<file path="src/rtl/hazard_pkg.sv">
// Shared types and constants for the pipeline hazard controller: FSM states,
// forwarding-select encodings and the load result-source code.
package hazard_pkg;

  typedef enum logic [1:0] {
    ST_RUN     = 2'd0,
    ST_MEMWAIT = 2'd1,
    ST_TIMEOUT = 2'd2
  } state_e;

  localparam logic [1:0] FWD_RF  = 2'b00;
  localparam logic [1:0] FWD_WB  = 2'b01;
  localparam logic [1:0] FWD_MEM = 2'b10;

  localparam logic [1:0] RESULT_LOAD = 2'b01;

  // The younger producer (MEM) wins over WB; x0 is never forwarded.
  function automatic logic [1:0] fwd_sel(
    input logic [4:0] src,
    input logic       we_mem,
    input logic [4:0] wa_mem,
    input logic       we_wb,
    input logic [4:0] wa_wb
  );
    logic [1:0] sel;
    sel = FWD_RF;
    if (we_mem && (wa_mem != 5'd0) && (wa_mem == src)) begin
      sel = FWD_MEM;
    end else if (we_wb && (wa_wb != 5'd0) && (wa_wb == src)) begin
      sel = FWD_WB;
    end
    return sel;
  endfunction

endpackage

</file>
<file path="src/rtl/hazard_perf.sv">
// Saturating stall/flush cycle counters for the hazard controller; only
// instantiated when HAZARD_PERF_EN is defined.
module hazard_perf #(
  parameter int CNT_W = 32
) (
  input  logic             clk,
  input  logic             rst,
  input  logic             i_stall,
  input  logic             i_flush,
  output logic [CNT_W-1:0] o_stall_cnt,
  output logic [CNT_W-1:0] o_flush_cnt
);

  logic [CNT_W-1:0] r_stall_cnt;
  logic [CNT_W-1:0] r_flush_cnt;

  // NOTE: sequential state is assigned with <= only, so every register in
  // this block samples the pre-edge values regardless of statement order.
  always_ff @(posedge clk) begin
    if (rst) begin
      r_stall_cnt <= '0;
      r_flush_cnt <= '0;
    end else begin
      if (i_stall && (r_stall_cnt != '1)) begin
        r_stall_cnt <= r_stall_cnt + CNT_W'(1);
      end
      if (i_flush && (r_flush_cnt != '1)) begin
        r_flush_cnt <= r_flush_cnt + CNT_W'(1);
      end
    end
  end

  assign o_stall_cnt = r_stall_cnt;
  assign o_flush_cnt = r_flush_cnt;

endmodule

</file>
<file path="src/rtl/hazard_ctrl.sv">
// Five-stage pipeline hazard controller: load-use stall, branch flush, data
// memory wait/timeout FSM and operand forwarding. Define HAZARD_PERF_EN to
// build the stall/flush performance counters.
module hazard_ctrl
  import hazard_pkg::*;
#(
  parameter int MEM_TIMEOUT = 255,
  parameter int CNT_W       = 32
) (
  input  logic             clk,
  input  logic             rst,
  input  logic [4:0]       readAddress1_ID,
  input  logic [4:0]       readAddress2_ID,
  input  logic [4:0]       readAddress1_EX,
  input  logic [4:0]       readAddress2_EX,
  input  logic [4:0]       writeAddress_EX,
  input  logic [1:0]       resultSrc_EX,
  input  logic             regWrite_MEM,
  input  logic [4:0]       writeAddress_MEM,
  input  logic             regWrite_WB,
  input  logic [4:0]       writeAddress_WB,
  input  logic             PCSrc_EX,
  input  logic             memReq_MEM,
  input  logic             memReady_MEM,
  output logic             stall_IF,
  output logic             stall_ID,
  output logic             stall_EX,
  output logic             stall_MEM,
  output logic             flush_ID,
  output logic             flush_EX,
  output logic [1:0]       forwardA_EX,
  output logic [1:0]       forwardB_EX,
  output logic             memTimeout,
  output logic [CNT_W-1:0] stallCnt,
  output logic [CNT_W-1:0] flushCnt
);

  localparam int WAIT_W = (MEM_TIMEOUT > 1) ? $clog2(MEM_TIMEOUT) : 1;
  localparam logic [WAIT_W-1:0] WAIT_LAST = WAIT_W'(MEM_TIMEOUT - 1);

  state_e            r_state;
  state_e            w_state_nxt;
  logic [WAIT_W-1:0] r_wait_cnt;
  logic [WAIT_W-1:0] w_wait_cnt_nxt;
  logic              r_ldstall;
  logic              w_ldstall_nxt;

  logic              w_load_use;
  logic              w_mem_block;
  logic              w_stall_if;
  logic              w_stall_id;
  logic              w_stall_ex;
  logic              w_stall_mem;
  logic              w_flush_id;
  logic              w_flush_ex;
  logic              w_timeout;
  logic [1:0]        w_fwd_a;
  logic [1:0]        w_fwd_b;

  // r_ldstall masks the cycle right after a bubble so one load gives one bubble.
  assign w_load_use = (resultSrc_EX == RESULT_LOAD) &&
                      (writeAddress_EX != 5'd0) &&
                      ((writeAddress_EX == readAddress1_ID) ||
                       (writeAddress_EX == readAddress2_ID)) &&
                      !r_ldstall;

  assign w_mem_block = memReq_MEM && !memReady_MEM;

  // NOTE: every signal driven here gets a default first; a path that leaves
  // one unassigned would otherwise infer a latch.
  always_comb begin
    w_state_nxt    = r_state;
    w_wait_cnt_nxt = r_wait_cnt;
    w_ldstall_nxt  = 1'b0;
    w_stall_if     = 1'b0;
    w_stall_id     = 1'b0;
    w_stall_ex     = 1'b0;
    w_stall_mem    = 1'b0;
    w_flush_id     = 1'b0;
    w_flush_ex     = 1'b0;
    w_timeout      = 1'b0;

    unique case (r_state)
      ST_RUN: begin
        // A blocked memory access outranks a taken branch; the flush is
        // taken once the wait ends and PCSrc_EX is looked at again.
        if (w_mem_block) begin
          w_state_nxt    = ST_MEMWAIT;
          w_wait_cnt_nxt = '0;
          w_stall_if     = 1'b1;
          w_stall_id     = 1'b1;
          w_stall_ex     = 1'b1;
          w_stall_mem    = 1'b1;
        end else if (PCSrc_EX) begin
          w_flush_id = 1'b1;
          w_flush_ex = 1'b1;
        end else if (w_load_use) begin
          w_stall_if    = 1'b1;
          w_stall_id    = 1'b1;
          w_flush_ex    = 1'b1;
          w_ldstall_nxt = 1'b1;
        end
      end
      ST_MEMWAIT: begin
        w_stall_if  = 1'b1;
        w_stall_id  = 1'b1;
        w_stall_ex  = 1'b1;
        w_stall_mem = 1'b1;
        if (memReady_MEM) begin
          w_state_nxt = ST_RUN;
        end else if (r_wait_cnt == WAIT_LAST) begin
          w_state_nxt = ST_TIMEOUT;
        end else begin
          w_wait_cnt_nxt = r_wait_cnt + WAIT_W'(1);
        end
      end
      ST_TIMEOUT: begin
        w_stall_if  = 1'b1;
        w_stall_id  = 1'b1;
        w_stall_ex  = 1'b1;
        w_stall_mem = 1'b1;
        w_timeout   = 1'b1;
      end
      default: begin
        w_state_nxt = ST_RUN;
      end
    endcase

    // Reset is synchronous, so the outputs are forced here for the whole
    // reset window rather than waiting for the first edge.
    if (rst) begin
      w_stall_if  = 1'b0;
      w_stall_id  = 1'b0;
      w_stall_ex  = 1'b0;
      w_stall_mem = 1'b0;
      w_flush_id  = 1'b1;
      w_flush_ex  = 1'b1;
      w_timeout   = 1'b0;
    end
  end

  always_ff @(posedge clk) begin
    if (rst) begin
      r_state    <= ST_RUN;
      r_wait_cnt <= '0;
      r_ldstall  <= 1'b0;
    end else begin
      r_state    <= w_state_nxt;
      r_wait_cnt <= w_wait_cnt_nxt;
      r_ldstall  <= w_ldstall_nxt;
    end
  end

  always_comb begin
    w_fwd_a = fwd_sel(readAddress1_EX, regWrite_MEM, writeAddress_MEM,
                      regWrite_WB, writeAddress_WB);
    w_fwd_b = fwd_sel(readAddress2_EX, regWrite_MEM, writeAddress_MEM,
                      regWrite_WB, writeAddress_WB);
    if (rst) begin
      w_fwd_a = FWD_RF;
      w_fwd_b = FWD_RF;
    end
  end

  assign stall_IF    = w_stall_if;
  assign stall_ID    = w_stall_id;
  assign stall_EX    = w_stall_ex;
  assign stall_MEM   = w_stall_mem;
  assign flush_ID    = w_flush_id;
  assign flush_EX    = w_flush_ex;
  assign forwardA_EX = w_fwd_a;
  assign forwardB_EX = w_fwd_b;
  assign memTimeout  = w_timeout;

`ifdef HAZARD_PERF_EN
  logic w_any_stall;
  logic w_any_flush;

  assign w_any_stall = w_stall_if | w_stall_id | w_stall_ex | w_stall_mem;
  assign w_any_flush = w_flush_id | w_flush_ex;

  hazard_perf #(
    .CNT_W(CNT_W)
  ) u_perf (
    .clk        (clk),
    .rst        (rst),
    .i_stall    (w_any_stall),
    .i_flush    (w_any_flush),
    .o_stall_cnt(stallCnt),
    .o_flush_cnt(flushCnt)
  );
`else
  assign stallCnt = '0;
  assign flushCnt = '0;
`endif

endmodule

</file>
<file path="config.mk">
export PLATFORM = sky130hd
export DESIGN_NAME = hazard_ctrl
export DESIGN_NICKNAME = d
export VERILOG_FILES = /design/src/rtl/hazard_pkg.sv /design/src/rtl/hazard_perf.sv /design/src/rtl/hazard_ctrl.sv
export SDC_FILE = /design/constraint.sdc
export NUM_CORES = 1
export LEC_CHECK = 0
export BUFFER_PORTS_ARGS = -buffer_cell sky130_fd_sc_hd__buf_2
export CORE_MARGIN = 2
export CORE_UTILIZATION = 44
export CTS_CLUSTER_SIZE = 24
export DETAILED_ROUTE_END_ITERATION = 16
export PLACE_DENSITY = 0.93
export SLEW_MARGIN = 20
export SYNTH_ARGS = -nofsm -noshare
export SYNTH_HDL_FRONTEND = slang
export SYNTH_SLANG_ARGS = --single-unit
</file>
<file path="constraint.sdc">
create_clock -name clk -period 5.1 [get_ports clk]
set_input_delay 0.765 -clock clk [delete_from_list [all_inputs] [get_ports clk]]
set_output_delay 0.765 -clock clk [all_outputs]
set_load 0.02 [all_outputs]
</file>
## Yosys cells after proc, flatten, opt, wreduce, memory -nomap -nowiden

Cells that the tools add are included.

- Latch bits: 0
- Logic and storage cells: 74
- Output and inout bits: 75
- ROM bits: 0
- Input bits: 44
- Register bits after elaboration: 11
- Bits in writable memories: 0
- Memories kept: 0

- $lt $le $gt $ge: 0
- Divide/modulo/power cells: 0
- Muxes and demuxes: 32
- Reduce and logical (&&, ||, !) cells: 22
- Multiply operators: 0
- Equality and inequality tests: 14
- Add/subtract/negate cells: 1
- Shifts and indexed selects: 0
- Bitwise logic cells: 2

Operators with widths:

| operator | number |
|---|---|
| $eq A5 B5 Y1 | 6 |
| $mux W8 | 3 |
| $mux W1 | 18 |
| $pmux W8 S2 | 1 |
| $reduce_bool A5 Y1 | 3 |
| $mux W2 | 7 |
| $logic_and A1 B1 Y1 | 10 |
| $add A8 B1 Y8 const B | 1 |
| $eq A8 B8 Y1 const B | 1 |
| $ne A2 B2 Y1 const B | 3 |
| $pmux W2 S3 | 1 |
| $eq A2 B1 Y1 const B | 2 |
| $pmux W1 S2 | 2 |
| $reduce_and A4 Y1 | 1 |
| $ne A3 B3 Y1 const B | 1 |
| $reduce_and A3 Y1 | 1 |
| $reduce_or A3 Y1 | 1 |
| $eq A2 B2 Y1 const B | 1 |
| $logic_not A1 Y1 | 2 |
| $logic_not A2 Y1 | 1 |
| $not A1 Y1 | 2 |
| $reduce_bool A2 Y1 | 1 |
| $reduce_or A2 Y1 | 1 |
| $logic_or A1 B1 Y1 | 1 |

## Depth between registers and ports, before layout

Gate-level depths: netlist (run 1).

- Word-level depth: 9
- Depth in mapped cells: 6
- Mapped depth without buffers: 6

## Least setup slack after synthesis (run 1)

No wires, ideal clock.

- Path kind: input to output
- Start point: in writeAddress_MEM[1]
- End point: out forwardA_EX[0]
- Path buffers: 0
- Path slack: 2064 ps
- Data arrival time: 2271 ps
- Required time: 4335 ps
- Cell stages on the path: 4
- Cell sequence: or4_1 -> o21ai_2 -> nor3_1 -> nor4_1

- Cells in the longest elaborated chain, start to end: 5
- Elaborated cells between the ends (all ways): 6
- Those cells by class: eq/ne: 1; mux: 2; reduce/logical: 3

RTL lines:

| what | RTL line | text |
|---|---|---|
| start: declaration | hazard_ctrl.sv:19 | `input logic [4:0] writeAddress_MEM,` |
| $reduce_bool A5 Y1 | hazard_pkg.sv:27 | `if (we_mem && (wa_mem != 5'd0) && (wa_mem == src)) begin` |
| $logic_and A1 B1 Y1 | hazard_pkg.sv:27 |  |
| $logic_and A1 B1 Y1 (*) | hazard_pkg.sv:27 |  |
| $mux W2 (*) | hazard_pkg.sv:27 |  |
| $mux W2 (*) | hazard_ctrl.sv:159 | `if (rst) begin` |
| end: declaration | hazard_ctrl.sv:31 | `output logic [1:0] forwardA_EX,` |

Mark *: on every way between the ends. The rest lies on a longest branch, timed or not.

## Worst setup path after layout (run 1)

- Start point: in writeAddress_MEM[1]
- End point: out forwardB_EX[0]

- Cells in the longest elaborated chain, start to end: 5
- Elaborated cells between the ends (all ways): 6
- Those cells by class: eq/ne: 1; mux: 2; reduce/logical: 3

RTL lines:

| what | RTL line | text |
|---|---|---|
| $reduce_bool A5 Y1 | hazard_pkg.sv:27 |  |
| $logic_and A1 B1 Y1 | hazard_pkg.sv:27 |  |
| $logic_and A1 B1 Y1 (*) | hazard_pkg.sv:27 |  |
| $mux W2 (*) | hazard_pkg.sv:27 |  |
| $mux W2 (*) | hazard_ctrl.sv:159 |  |
| end: declaration | hazard_ctrl.sv:32 | `output logic [1:0] forwardB_EX,` |

Marked as above.

==> metrics, run 1 <==
fmax=336 MHz; IO Port Bufs=54; Clock Tree Buf Depth=2; synthesized area=1600 um^2; Async SR Flop Fraction=0%; Gate Count Post-Synth=202; post-CTS setup buffers=0; Routed WL per cell=10.3 um; chip width=64.3 um; DR pass1 iterations=4; hold crit path type=flip-flop to flip-flop; largest net degree at the start of global routing=14; routability cong.=0.840; Final Hold Fails=0; Reg area=220 um^2; die height=64.3 um; sequential share of power=29.4%; post-detail-place hpwl=2.67 mm; Synth cell types=41; startpoint type of the worst setup path=input pin; CP max FO=4; hold_ws=496 ps; Req. time, crit path=4340 ps; first-pass GRT wire length=4.91 mm; Root Buffer=clkbuf_4; nets@finish=307; Vias=1356; CP peak stage delay=540 ps; Yosys reg bits=11; global route overflow=0; CP arrival=2220 ps; Slew Limit Fails=0; initial core utilization=46.8%; Initial DRC Count=32; Worst Tran Pin Value=797 ps; Final Setup Violations=0; initial antenna violation count=0; Yosys warnings=0; TritonCTS Sinks=11; Core Area=3420 um^2; post-synthesis sequential area ratio=13.8%; P&R area growth vs syn=5.71%; unrepaired setup endpoints after global routing=false; CP max-delay cell=or4_1; Rel. slew slack=45.5%; Residual DRC=0; Clk pwr share=19.6%; clk_lat worst skew=270 ps; number of synthesized flops with an enable pin=0; pwr/cell area=188 nW/um^2; Setup CP Type=input pin to primary output; quantity of hold-fixing buffers added after cts=0; CTS tree=yes; antenna-violating nets left=0; H-tree depth=1; Ant. Diodes=0; Most common cell on crit path=buf_2; TNS Setup=0 ps; commonest non-fill, non-tap cell in the layout=conb_1; Worst Setup End Kind=primary output; crit path cell chain=buf_2 > or4_1 > o21ai_2 > nor3_1 > nor4_1 > buf_2; multi-input logic area=1090 um^2; clock skew=0.529 ps; Max Cap Viol=0; outcome=finished, final reports clean; most frequent cells in the layout=64 x conb_1, 54 x buf_2, 21 x xor2_1; die footprint=4140 um^2; clock slew at reported path FFs=70 ps; Row Count=21; PostCTS Resize Cnt=0; Final period util=58.4%; # fillers=340; vias in the first global route=1187; leakage=0.842 nW; Post-Route WL=3.12 mm; Comb power frac=51.0%; Mean Syn Cell Area=7.92 um^2; Cell Int Power=0.000174 W; I/O pin count=119; Tmin final=2980 ps; switching pwr=0.000144 W; GRT Overall Usage=14.7%; Main synth FF type=dfxtp_1; Peak VDD IR=0.0596 mV; layout cell share with drive strength beyond 1=24.6%; Num CTS Buffers=3; routed vias/inst=4.49; Switching Fraction=45.3%
==> area by class of cell <==
type | instances | share of cell area [%]
multi-input cells | 181 | 64.7
repair buffers | 54 | 16.0
flip-flops and latches | 11 | 13.0
well taps | 46 | 3.40
clock buffers | 4 | 1.55
inverters | 6 | 1.33
==> kinds of logic (layout without fill, tap and decap cells) <==
| logic type | Yosys count | in the layout | share of synthesized area (%) |
|---|---|---|---|
| simple gates | 50 | 50 | 17.6 |
| flops | 11 | 11 | 13.8 |
| other cells | 1 | 64 | 0.234 |
| fa+ha+maj | 6 | 6 | 4.69 |
| xor+xnor | 32 | 32 | 17.5 |
| buf+inv | 73 | 64 | 32.6 |
| compound gates | 27 | 27 | 12.0 |
| mux | 2 | 2 | 1.56 |
==> registers in the layout, indices dropped and copies added, names as in the netlist <==
signal,flops
r_state,2
r_wait_cnt,8
r_ldstall,1
==> critical path: cells and delay by family <==
kind / cells / cell delay, ps
AOI/OAI and AO/OA: 1 / 190
buffers and inverters: 2 / 340
and+or+nand+nor: 3 / 920
==> synthesized netlist by cell type (4+ instances only) <==
cell / count / area (um^2)
nor3_1: 6 / 30.0
dfxtp_1: 11 / 220
nor2_1: 7 / 26.3
nor4_1: 4 / 25.0
o21ai_0: 4 / 20.0
a21oi_1: 8 / 40.0
or4_1: 6 / 45.0
ha_1: 6 / 75.1
nand3_1: 4 / 20.0
buf_4: 66 / 495
nand2_1: 8 / 30.0
inv_1: 6 / 22.5
xor2_1: 21 / 184
xnor2_1: 11 / 96.3
==> metrics by stage <==
step	cell area (um^2)	worst slack, ps	power [W]	instances	util, %
finish	1690	2120	0.000318	302	49.5
global route	1690	1980	0.000339	302	49.5
CTS	1690	2120	0.000318	302	49.5
detailed placement	1670	2130	0.000256	298	48.8
global placement	1670	2180	0.000252	298	48.8
floorplan	1840	2060	0.000253	265	-
==> power groups by stage <==
| stage | Combinational, W | Sequential (W) | Clock [W] |
|---|---|---|---|
| floorplan | 0.000158 | 0.0000946 | 0 |
| global placement | 0.000157 | 0.0000950 | 0 |
| detailed placement | 0.000161 | 0.0000957 | 0 |
| CTS | 0.000161 | 0.0000936 | 0.0000630 |
| global route | 0.000177 | 0.0000941 | 0.0000680 |
| finish | 0.000162 | 0.0000935 | 0.0000622 |
==> per-layer routing <==
metal	wire length, um	share of wire, %	track usage (%)	vias to the layer above
li1	-	-	-	670
met1	1150	37	15.0	600
met2	1610	52	28.1	82
met3	303	9.7	2.29	4
met4	60	1.9	7.98	0
met5	0	0	0	-
==> worst paths after layout <==
check	slack, ps	end	from	depth (start not counted)
setup / recovery	2120	forwardB_EX[0]	writeAddress_MEM[1]	6
hold / removal	500	r_wait_cnt[1]	r_wait_cnt[1]	2
setup reg to reg	3230	r_wait_cnt[7]	r_state[0]	6
hold reg to reg	500	r_wait_cnt[1]	r_wait_cnt[1]	2
No activity file was read; power rests on OpenSTA's default activity.
==> inputs of run 2 (changes only) <==
CORE_UTILIZATION = 41   (was 44)
PLACE_DENSITY = 0.87   (was 0.93)
clock period = 2.8 ns   (was 5.1 ns; I/O delays follow)
==> metrics, run 2 (same netlist as run 1, synthesis figures left out) <==
DR pass1 iterations=4; hold_ws=504 ps; min-delay src=r_wait_cnt[7]; CTS tree=yes; most frequent cells in the layout=64 x conb_1, 54 x buf_2, 21 x xor2_1; R2R setup slack=970 ps; grt met3 use=2.20%; largest net degree at the start of global routing=14; PostCTS Resize Cnt=0; Routed WL per cell=9.81 um; TNS Setup=0 ps; leakage=0.852 nW; Final period util=80.0%; Final Util=46.1%; clk_lat worst skew=240 ps; unrepaired setup endpoints after global routing=false; clock skew=2.35 ps; Row Count=22; CP peak stage delay=540 ps; Slew Limit Fails=0; Post-Route WL=2.98 mm; RR Startpoint=r_state[1]; CP max-delay cell=or4_1; quantity of hold-fixing buffers added after cts=0; Core Area=3720 um^2; fmax=446 MHz; global route overflow=0; CP max FO=4; antenna-violating nets left=0; chip width=66.5 um; Max Cap Viol=0; die footprint=4420 um^2; placed insts=300; Ant. Diodes=0; Peak VDD IR=0.157 mV; startpoint type of the worst setup path=input pin; hold path endpoint=r_wait_cnt[7]; layout cell share with drive strength beyond 1=25.0%; max FFs per register=8; P&R area growth vs syn=7.11%; first-pass GRT wire length=4.67 mm; Root Buffer=clkbuf_8; outcome=finished, final reports clean; post-CTS setup buffers=0; hold crit path type=flip-flop to flip-flop; Worst R2R Path Depth=6; routed vias/inst=4.43; R2R Path End=r_wait_cnt[7]; Rel. slew slack=50.8%; clock slew at reported path FFs=50 ps; H-tree depth=1; GR Util met1=13.7%; Req. time, crit path=2380 ps; Final Hold Fails=0; Clock Tree Buf Depth=2; Top Registers=r_wait_cnt (8), r_state (2), r_ldstall (1); crit path cell chain=buf_2 > or4_1 > o21ai_2 > nor3_1 > nor4_1 > buf_2; commonest non-fill, non-tap cell in the layout=conb_1; Tmin final=2240 ps; Setup CP Type=input pin to primary output; vias in the first global route=1157; Worst Setup End Kind=primary output; Vias=1346; Biggest register=r_wait_cnt; M2 GR Usage=25.6%; IO Port Bufs=54; post-route insts no fill=304; Worst Tran Pin Value=720 ps; routability cong.=0.755; pwr/cell area=366 nW/um^2; gr busiest metal=met2; Most common cell on crit path=buf_2; Final Setup Violations=0; Hold Path Stages=2; GRT Overall Usage=13.7%; Initial DRC Count=24; CP arrival=1820 ps; initial core utilization=43.1%; Residual DRC=0; Num CTS Buffers=3; die height=66.5 um; initial antenna violation count=0; post-detail-place hpwl=2.58 mm; nets@finish=307; TritonCTS Sinks=11; I/O pin count=119
run 2: how the worst max path moves through the flow:
stage,startpoint,cells after the start,to
2_1_floorplan,writeAddress_MEM[1],4,forwardA_EX[0]
3_3_place_gp,writeAddress_MEM[1],6,forwardB_EX[0]
3_5_place_dp,writeAddress_MEM[1],6,forwardA_EX[0]
4_1_cts,writeAddress_MEM[1],6,forwardA_EX[0]
5_1_grt,writeAddress_EX[2],6,stall_ID
6_report,writeAddress_MEM[1],6,forwardA_EX[0]
run 2: per-stage QoR:
stage	instance area (um^2)	setup WS, ps	total power [W]
after floorplan	1840	454	0.000461
after global placement	1670	565	0.000459
after detailed placement	1670	547	0.000464
after CTS	1710	547	0.000630
after global routing	1710	334	0.000672
final	1710	559	0.000627
run 2: area by class of cell:
type	instances	area [um^2]
fillers	391	2000
multi-input cells	181	1090
repair buffers	54	270
flip-flops and latches	11	220
well taps	48	60.1
clock buffers	3	41.3
inverters	6	22.5
clock inverters	1	5.00
run 2: power breakdown:
| group | internal [W] | switching, W |
|---|---|---|
| clock | 0.0000983 | 0.0000663 |
| combinational | 0.0000987 | 0.000193 |
| sequential | 0.000163 | 0.00000703 |
| total | 0.000360 | 0.000267 |
run 2: critical path: cells and delay by family:
family / cells / cell delay, ps
simple gates: 3 / 880
buf+inv: 2 / 330
compound gates: 1 / 190
run 2: per-layer routing:
| layer | vias up | share of wire (%) |
|---|---|---|
| li1 | 667 | - |
| met1 | 603 | 37 |
| met2 | 70 | 51 |
| met3 | 6 | 8.8 |
| met4 | 0 | 3.1 |
| met5 | - | 0 |
==> inputs of run 3 (changes only) <==
CORE_UTILIZATION = 37   (was 41)
PLACE_DENSITY = 0.84   (was 0.87)
clock period = 1.98 ns   (was 2.8 ns; I/O delays follow)
==> metrics, run 3 (same netlist as run 1, synthesis figures left out) <==
startpoint type of the worst setup path=input pin; die height=69.8 um; Final period util=98.1%; Req. time, crit path=1680 ps; dpl ws=-61.4 ps; min-delay src=PCSrc_EX; most frequent cells in the layout=64 x conb_1, 49 x buf_2, 21 x xor2_1; critical path startpoint=writeAddress_WB[3]; CTS tree=yes; global route overflow=0; max FFs per register=8; first-pass GRT wire length=5.20 mm; post-detail-place hpwl=2.69 mm; Root Buffer=clkbuf_8; Critical Path Stages=5; Tmin final=1940 ps; outcome=finished, final reports clean; Row Count=23; TritonCTS Sinks=11; Slew Limit Fails=0; die footprint=4870 um^2; nets@finish=312; crit path cell chain=buf_4 > xor2_1 > or4_1 > nor4_2 > buf_4; largest net degree at the start of global routing=13; Most common cell on crit path=buf_4; vias in the first global route=1237; CP max FO=3; Worst Setup End Kind=primary output; Buf+Inv Stages, Crit Path=2; placed cell areas=1720 um^2; Routed WL per cell=10.5 um; leakage=0.887 nW; Final Setup Violations=0; initial core utilization=39.2%; TNS Setup=0 ps; CP arrival=1650 ps; initial antenna violation count=0; Worst R2R Path Depth=6; hold crit path type=input pin to flip-flop; clock skew=2.28 ps; CP peak stage delay=540 ps; R2R setup slack=200 ps; Final Hold Fails=0; RR Startpoint=r_state[1]; Setup CP Type=input pin to primary output; clock slew at reported path FFs=50 ps; chip width=69.8 um; routed vias/inst=4.51; Initial DRC Count=37; DR pass1 iterations=4; Core Area=4090 um^2; IO Port Bufs=54; Final WS setup=37.9 ps; unrepaired setup endpoints after global routing=true; Vias=1403; CP max-delay cell=or4_1; Clock Tree Buf Depth=2; commonest non-fill, non-tap cell in the layout=conb_1; Biggest register=r_wait_cnt; Max Cap Viol=0; I/O pin count=119; Top Registers=r_wait_cnt (8), r_state (2), r_ldstall (1); Post-Route WL=3.25 mm; layout cell share with drive strength beyond 1=30.7%; Residual DRC=0; routability cong.=0.771; R2R Path End=r_wait_cnt[4]; P&R area growth vs syn=14.5%; kind of cell adding the most delay to the critical path=simple AND/OR/NAND/NOR gates; antenna-violating nets left=0; GRT Overall Usage=13.0%; clk_lat worst skew=250 ps; quantity of hold-fixing buffers added after cts=0; Ant. Diodes=0; fmax=515 MHz; Peak VDD IR=0.189 mV; design area=1830 um^2; Critical Path End=forwardB_EX[0]; pwr/cell area=512 nW/um^2; Num CTS Buffers=3; H-tree depth=1
run 3: cell types whose count changed in the layout (fill, tap and decap cells not counted), moves of 2 or more:
cell	change
buf_4	+10
buf_2	-5
nor3_1	-3
nor3_2	+3
dfxtp_1	-2
dfxtp_2	+2
nor4_1	-2
nor4_2	+2
run 3: report_power, final:
part           total (W)  switching, W  internal [W]
Combinational   0.000462      0.000292      0.000169
Clock           0.000236     0.0000964      0.000139
Sequential      0.000242    0.00000987      0.000232
Total           0.000939      0.000398      0.000541
run 3: timing repair:
action | 4_1_cts | 5_1_grt
setup endpoints to repair | 2 | 5
pin swaps | 2 | 4
gates resized for setup | 3 | 12
setup buffers | 0 | 1
run 3: layer usage:
| layer | vias to the layer above | global-route usage, % | routed length, um |
|---|---|---|---|
| met5 | - | 0 | 0 |
| met4 | 0 | 8.76 | 109 |
| met3 | 9 | 3.05 | 293 |
| met2 | 76 | 22.6 | 1670 |
| met1 | 638 | 13.9 | 1180 |
| li1 | 680 | - | - |
run 3: worst min path at each step:
stage,to,cells after the start,slack (ps)
5_1_grt,r_ldstall,3,430
3_5_place_dp,r_wait_cnt[5],2,490
6_report,r_ldstall,3,410
4_1_cts,r_ldstall,3,400
2_1_floorplan,r_wait_cnt[5],2,460
3_3_place_gp,r_wait_cnt[5],2,480
run 3: worst register-to-register path, stage by stage (launching register included):
cell and delay [ps]:
dfxtp_2 340, inv_1 120, ha_1 270, mux2_4 220
o2111ai_1 230, or3_1 410, a21oi_1 140
run 3: cell type report:
cell class	count	area (um^2)
clock buffers	3	41.3
inverters	6	22.5
flip-flops and latches	11	223
multi-input cells	181	1160
repair buffers	59	320
clock inverters	1	5.00
fillers	417	2250
well taps	50	62.6
run 3: metrics by stage:
step,power [W],utilization (%),instances,hold WS [ps]
after global placement,0.000661,42.0,306,481
final,0.000939,44.9,311,406
after floorplan,0.000655,-,265,465
after global routing,0.00100,44.9,311,428
after CTS,0.000909,43.4,310,400
after detailed placement,0.000670,42.0,306,485
